**config.mk**
```make
export PLATFORM = sky130hd
export DESIGN_NAME = down_counter
export DESIGN_NICKNAME = d
export VERILOG_FILES = /design/src/rtl/down_counter_pkg.sv /design/src/rtl/down_counter.sv
export SDC_FILE = /design/constraint.sdc
export NUM_CORES = 1
export LEC_CHECK = 0
export BUFFER_PORTS_ARGS = -buffer_cell sky130_fd_sc_hd__buf_2
export CORE_MARGIN = 5
export CORE_UTILIZATION = 45
export DETAILED_ROUTE_END_ITERATION = 10
export GPL_TIMING_DRIVEN = 0
export PLACE_DENSITY = 0.68
export SLEW_MARGIN = 25
export SYNTH_ARGS = -nofsm -noshare
export SYNTH_HDL_FRONTEND = slang
export SYNTH_SLANG_ARGS = --single-unit
```
**constraint.sdc**
```tcl
create_clock -name clk -period 3.1 [get_ports clk]
set_clock_uncertainty 0.15 [all_clocks]
set_input_delay 0.62 -clock clk [delete_from_list [all_inputs] [get_ports clk]]
set_output_delay 0.62 -clock clk [all_outputs]
set_load 0.005 [all_outputs]
```
**src/rtl/down_counter_pkg.sv**
```systemverilog
// down_counter_pkg: shared state encoding and default width for down_counter
package down_counter_pkg;
  localparam int DC_DEFAULT_WIDTH = 8;
  typedef enum logic [1:0] {IDLE, COUNT, DONE} dc_state_t;
endpackage

```
**src/rtl/down_counter.sv**
```systemverilog
// down_counter: loadable down counter with one-cycle terminal-count pulse and optional auto-reload
module down_counter
  import down_counter_pkg::*;
#(
  parameter int WIDTH = DC_DEFAULT_WIDTH
) (
  input  logic             clk,
  input  logic             reset,
  input  logic             enable,
  input  logic             load,
  input  logic [WIDTH-1:0] in,
  input  logic             auto_reload,
  output logic [WIDTH-1:0] out,
  output logic             zero,
  output logic             tc,
  output logic             busy
);
  dc_state_t        state_q, state_d;
  logic [WIDTH-1:0] cnt_q, cnt_d, reload_q, reload_d;
  logic             tc_q, tc_d, busy_q, busy_d;
  logic             last;
  assign last = cnt_q <= WIDTH'(1);
  always_comb begin
    state_d  = state_q;
    cnt_d    = cnt_q;
    reload_d = reload_q;
    tc_d     = 1'b0;
    if (load) begin
      cnt_d    = in;
      reload_d = in;
      state_d  = (in != '0) ? COUNT : IDLE;
    end else if (state_q == COUNT && enable) begin
      cnt_d   = last ? '0 : cnt_q - WIDTH'(1);
      tc_d    = last;
      state_d = last ? DONE : COUNT;
    end else if (state_q == DONE && enable && auto_reload) begin
      cnt_d   = reload_q;
      state_d = COUNT;
    end
    busy_d = state_d == COUNT;
  end
  always_ff @(posedge clk) begin
    if (!reset) begin
      state_q  <= IDLE;
      cnt_q    <= '0;
      reload_q <= '0;
      tc_q     <= 1'b0;
      busy_q   <= 1'b0;
    end else begin
      state_q  <= state_d;
      cnt_q    <= cnt_d;
      reload_q <= reload_d;
      tc_q     <= tc_d;
      busy_q   <= busy_d;
    end
  end
  assign out  = cnt_q;
  assign zero = cnt_q == '0;
  assign tc   = tc_q;
  assign busy = busy_q;
endmodule

```
# --- Yosys cells after proc, flatten, opt, wreduce, memory -nomap -nowiden ---
# Index checks and enable logic that the tools add are counted.
totals:
  input_bits: 13
  out_inout_bits: 11
  reg_bits: 20
  wordCells: 28
op_classes:
  n_addsub: 1
  muxes: 9
  n_lt_le_gt_ge: 1
  bitwise: 2
  n_reduce_logical: 7
  n_eq_ne: 3
op_table:
  columns: ["op", "n"]
  rows:
  - ["2-to-1 mux 8 bit", 4]
  - ["less-or-equal comparator 8 x 1 -> 1 bit (second input constant)", 1]
  - ["logical NOT 8 bit", 1]
  - ["2-to-1 mux 2 bit", 4]
  - ["nonzero test 8 bit", 1]
  - ["subtractor 8 x 1 -> 8 bit (second input constant)", 1]
  - ["equality test 2 x 1 -> 1 bit (second input constant)", 2]
  - ["logical AND 1 bit", 3]
  - ["nonzero test 3 bit", 1]
  - ["OR reduction 3 bit", 1]
  - ["equality test 2 bit (second input constant)", 1]
  - ["inverter 1 bit", 2]
  - ["2-to-1 mux 1 bit", 1]

# --- Longest topological paths before layout ---
# Gate-level depths: netlist of run 1.
logic_depth:
  depth_word: 7
  ltp_mapped: 6
  mapped_depth_nobuf: 6

# --- Worst setup path before layout of run 1 ---
# OpenSTA, ideal clock, no wires.
synth_path:
  path_type: "input to register"
  startpoint: "input port enable"
  endpoint: "register cnt_q[7] (netlist: out[7])"
  setup_time_ns: 0.143
  path_slack_ns: 1.144
  t_required_ns: 2.807
  arrival_time_ns: 1.663
  path_stages: 5
  path_cell_list: "buf_2 -> or4bb_1 -> o311ai_0 -> o2bb2ai_1 -> a211oi_1"
synth_between:
  elab_chain_len: 3
  elab_cells_between_ends: 6
  cone_classes: "mux (2); reduce/logical (4)"
synth_lines:
  columns: ["item", "line_no", "text"]
  rows:
  - ["from (decl)", "down_counter.sv:9", "input logic enable,"]
  - ["logical AND 1 bit (on tied branches)", "down_counter.sv:32, down_counter.sv:36", null]
  - ["2-to-1 mux 8 bit or logical AND 1 bit (tied branches)", "down_counter.sv:32, down_counter.sv:36", null]
  - ["2-to-1 mux 8 bit or nonzero test 3 bit (tied branches)", null, null]
  - ["to (signal assigned)", "down_counter.sv:51", "cnt_q <= cnt_d;"]
  - ["to (decl)", "down_counter.sv:19", "logic [WIDTH-1:0] cnt_q, cnt_d, reload_q, reload_d;"]
# Parallel ways exist; a longest one is shown, timed or not.
# A chain may end at the register's enable or synchronous reset.

# --- Final worst setup path of run 1 ---
layout_path:
  startpoint: "register cnt_q[4] (netlist: out[4])"
  endpoint: "output port zero"
layout_between:
  elab_chain_len: 1
layout_lines:
  columns: ["item", "line_no", "text"]
  rows:
  - ["logical NOT 8 bit", "down_counter.sv:58", "assign zero = cnt_q == '0;"]
  - ["to (decl)", "down_counter.sv:14", "output logic zero,"]
# Every way passes these cells.

==> results of run 1 <==
==> final timing paths <==
kind              slack [ps]     endpoint
hold / removal           330  reload_q[1]
setup / recovery         730         zero
hold reg to reg          330  reload_q[1]
setup reg to reg        1010       out[2]
==> worst reg2reg max path: stages (launching register included) <==
cell	delay (ps)
dfxtp_1	400
or4_4	580
o31ai_1	540
o32ai_1	180
o211a_1	150
==> sequential cells by signal (all words and copies together) (netlist names) <==
name,count
reload_q,8
state_q,2
out,8
busy,1
tc,1
==> per-stage QoR <==
stage / instances / util [%] / hold WS, ps
CTS: 190 / 54.0 / 327
global placement: 186 / 52.5 / 304
finish: 190 / 54.0 / 326
detailed placement: 186 / 52.5 / 310
floorplan: 134 / - / 295
global route: 190 / 54.0 / 363
==> final cells by class <==
cell class | instances | share of cell area (%)
plain buffers | 6 | 2.00
clock buffers | 4 | 2.76
inverters | 8 | 2.29
multi-input cells | 100 | 51.2
flip-flops and latches | 20 | 30.5
well taps | 30 | 2.86
repair buffers | 22 | 8.38
==> per-layer routing <==
metal  up-vias  track usage, %  wire, um
li1        550               -         -
met2        29            27.6      1270
met3         5            2.16       129
met5         -               0         0
met4         0            6.65        40
met1       532            22.2      1280
==> power groups by stage <==
| stage | clock [mW] | combinational [mW] | sequential, mW |
|---|---|---|---|
| after floorplan | 0 | 0.103 | 0.300 |
| after global placement | 0 | 0.146 | 0.302 |
| after detailed placement | 0 | 0.149 | 0.304 |
| after CTS | 0.158 | 0.150 | 0.298 |
| after global routing | 0.169 | 0.168 | 0.302 |
| final | 0.155 | 0.149 | 0.298 |
==> kinds of logic (layout without fill, tap and decap cells) <==
logic type	after synthesis	in the layout	synth area share (%)
AO/OA/AOI/OAI	40	40	25.4
XOR/XNOR	1	1	0.775
AND/OR/NAND/NOR	49	49	24.0
buffers and inverters	14	40	4.98
adder cells (fa/ha/maj)	2	2	2.21
flip-flops	20	20	35.4
multiplexers	8	8	7.20
==> cells in the final DEF, fill, tap and decap left out, types with 2 or more instances in the layout <==
master and count:
and2_1 3, inv_1 7, o211a_1 2, a31oi_1 5, nor2_1 14, clkbuf_1 2, buf_2 25, o31ai_1 2
a22oi_1 2, a21oi_1 5, nor3_1 7, nand2_1 7, mux2i_1 7, o21ai_0 10, ha_1 2, nand2b_1 3
o311ai_0 2, dfxtp_1 20, clkbuf_4 3
==> run metrics, run 1 <==
top-count cell post-synth=dfxtp_1; Die Ht=roughly 60 um; pwr/cell area=~460 mW/mm^2; Die W=approximately 60 um; critical path depth in cells=3; fmax=~420 MHz; number of antenna diodes=0; Clock transition at path regs=between 100 and 150 ps; Top FF cell, synth=dfxtp_1; leading area contributor after synthesis=dfxtp_1; GRT Overall Usage=approximately 17%; vias per inst=between 5 and 6; vias=about 1100; pin count of the biggest net entering global routing=12; critical path's top delay family=simple AND/OR/NAND/NOR gates; Yosys warning count=0; crit-path cells=or4_4, nor3_1, buf_2; CTS tree=done; setup violators final=0; clk_lat worst skew=310 ps; Hold Fails Final Rpt=0; H-tree depth=1; Post-Synthesis Cell Area=between 0.001 and 0.0015 mm^2; CP max-delay cell=or4_4; Critical path buffers and inverters=1; Setup crit start kind=flip-flop; Clk pwr share=25.8%; most frequent cells after synthesis=20 x dfxtp_1, 14 x nor2_1, 10 x o21ai_0; combinational group share of total power=about a quarter; Initial Util=46.5%; multi-input gate area in the final layout=~670 um^2; Seq/Total Area, Yosys=35.4%; pre-CTS worst setup slack=around 910 ps; initial antenna violation count=0; post-DP HPWL=roughly 2100 um; RSZ-0062 raised after global routing=no; # port buffers=22; Final #Nets=176; drt wl/cell=about 14 um; status=finished, final reports clean; Final ANT Viol Nets=0; vias in the first global route=between 1000 and 1500; Final WS setup=between 700 and 800 ps; worst rel slew slack=approximately three fifths; Clock Sinks=20; VDD IR max=between 0.3 and 0.4 mV; cts hold-fix bufs=0; layout cells sized above 1=22.5%; sw power=0.185 mW; P&R area growth vs syn=16.3%; setup_tns=0 ps; Inserted Clock Buffers=3; peak fanout along the critical path=8; die area=~0.0036 mm^2; # IOs=24; Post-Syn Instances=between 100 and 150; worst min path class=flip-flop to flip-flop; post-synthesis register bit count=20; WP data required=roughly 2300 ps; Max-cap violations=0; register area=around 400 um^2; Worst-Margin Slew=around 570 ps; syn nets=between 100 and 150; DRT iter0 DRCs=between 50 and 60; Final min period=between 2000 and 2500 ps; clock tree buffer depth=2; number of synthesized flops with an enable pin=0; syn_area_per_cell=about 8.4 um^2; post-CTS sizing=0; worst hold path depth=2; cells on worst reg2reg path=4; drt total wl=2730 um; sequential power share=roughly half; CP max stage delay=580 ps; WS Path Type=flip-flop to output port; postcts setup bufs=0; first-pass GRT wire length=4640 um; reg2reg start=out[4]; Worst EP arrival=approximately 1600 ps; Critical Path Start=out[4]; Cell variety after synth=slightly below 50; Fill cells=around 250; Internal=between 0.4 and 0.5 mW; P_leak=between 0.5 and 0.6 nW; GRT overflow=0; Clock Root Buffer=clkbuf_4; drc violations=0; synth top area cells=dfxtp_1 35%, mux2i_1 6.2%, nor2_1 4.7%; total power=around 0.60 mW; # rows=18; post-synthesis async set-or-reset flop share=0%; sw frac=between 30 and 40%; critical path capture point type=output port; core area=between 0.002 and 0.0025 mm^2; dpl cell area=about 0.0013 mm^2; post-route cell area=between 0.001 and 0.0015 mm^2; Synth top area share=roughly 35%; post-route fraction of the period consumed by the critical path=about 77%; final max-slew violation count=0; TritonRoute pass-1 iters=4; min-delay src=reload_q[1]; gp weighted congestion=0.827
(Power assumes the default switching activity.)
==> inputs of run 2 (changes only) <==
==> constraint.sdc (replaced) <==
create_clock -name clk -period 2.26 [get_ports clk]
set_clock_uncertainty 0.15 [all_clocks]
set_input_delay 0.452 -clock clk [delete_from_list [all_inputs] [get_ports clk]]
set_output_delay 0.452 -clock clk [all_outputs]
set_load 0.005 [all_outputs]
==> run metrics, run 2 (synthesis results as in run 1) <==
status=finished, final reports clean; Final #Nets=roughly 180; critical path capture point type=output port; combinational group share of total power=about a quarter; setup violators final=0; final max-slew violation count=0; fmax=roughly 470 MHz; worst hold path depth=3; min-delay src=in[4]; reg-to-reg slack, setup=around 190 ps; Clk pwr share=about 26%; WS Path Type=flip-flop to output port; vias in the first global route=~1000; most frequent cells in the layout=25 x buf_2, 18 x dfxtp_1, 14 x nor2_1; vias per inst=a little under 6; sw power=0.255 mW; # IOs=24; worst rel slew slack=a little over 60%; Clock Root Buffer=clkbuf_4; TritonRoute pass-1 iters=4; most common library cell in the layout ignoring fill and taps=buf_2; layout cells sized above 1=approximately a quarter; Max-cap violations=0; # rows=18; Setup crit start kind=flip-flop; DRT iter0 DRCs=56; reg2reg start=out[4]; total power=0.828 mW; vias=about 1100; Initial Util=46.5%; hold endpoint=reload_q[4]; VDD IR max=roughly 0.45 mV; core area=around 0.0024 mm^2; drt wl/cell=14.3 um; peak fanout along the critical path=8; RSZ-0062 raised after global routing=no; P&R area growth vs syn=16.9%; Inserted Clock Buffers=3; Final ANT Viol Nets=0; clk_lat worst skew=310 ps; sw frac=between 30% and 40%; Die W=60.1 um; Worst EP arrival=1530 ps; Clock Sinks=20; Hold Fails Final Rpt=0; drc violations=0; reg2reg end=out[2]; Clock transition at path regs=~120 ps; worst min path class=primary input to flip-flop; clock tree buffer depth=2; H-tree depth=1; Worst-Margin Slew=about 580 ps; GRT Overall Usage=between 10% and 20%; pin count of the biggest net entering global routing=12; sequential power share=just under 50%; setup_tns=0 ps; WP data required=between 1500 and 2000 ps; first-pass GRT wire length=approximately 4600 um; cts hold-fix bufs=0; CTS tree=done; cells on worst reg2reg path=4; # port buffers=22; number of antenna diodes=0; Internal=0.573 mW; GRT overflow=0; initial antenna violation count=0; post-DP HPWL=2100 um; Die Ht=~60 um; gp weighted congestion=between 0.8 and 0.9; drt total wl=2720 um; P_leak=about 0.56 nW; Final min period=between 2000 and 2500 ps; die area=0.00361 mm^2; pwr/cell area=about 630 mW/mm^2; post-route fraction of the period consumed by the critical path=between 90% and 100%
==> run 2: final cells by class <==
class                           instances  area, um^2
Buffer                                  6        26.3
Clock buffer                            4        36.3
Fill cell                             251        1110
Inverter                                8        30.0
Multi-Input combinational cell        100         678
Sequential cell                        20         403
Tap cell                               30        37.5
Timing Repair Buffer                   22         110
==> run 2: worst max-delay path: stages, from the launching register on <==
cell and delay [ps]:
dfxtp_2 370, or4_4 570, nor3_2 150, buf_2 120
==> run 2: repair_timing <==
action / 4_1_cts / 5_1_grt
gates resized for setup: 0 / 3
endpoints found under the setup margin: 0 / 1
setup buffers: 0 / 0
==> run 2: worst max path at each step <==
stage	from	end	cells after the start
2_1_floorplan	out[4]	state_q[1]	4
3_3_place_gp	out[4]	out[2]	4
3_5_place_dp	out[4]	out[2]	4
4_1_cts	out[4]	zero	3
5_1_grt	out[4]	zero	3
6_report	out[4]	zero	3
==> run 2: power groups by stage <==
stage | registers, mW | logic [mW] | clock network, mW
floorplan | 0.412 | 0.141 | 0
global placement | 0.414 | 0.200 | 0
detailed placement | 0.417 | 0.205 | 0
CTS | 0.408 | 0.206 | 0.217
global route | 0.415 | 0.232 | 0.232
finish | 0.409 | 0.207 | 0.212
==> run 2: through the flow <==
step	cell area (um^2)	hold WS, ps	std cells	setup WS [ps]	utilization, %
finish	1320	242	190	129	54.3
global route	1320	245	190	28.2	54.3
CTS	1310	248	190	54.9	54.0
detailed placement	1280	310	186	193	52.5
global placement	1280	304	186	195	52.5
floorplan	1130	295	134	395	-
==> run 2: layer usage <==
layer / share of wire [%] / track usage (%)
met1: 49 / 22.2
met2: 46 / 27.6
met3: 3.3 / 2.16
met4: 1.5 / 6.65
met5: 0 / 0
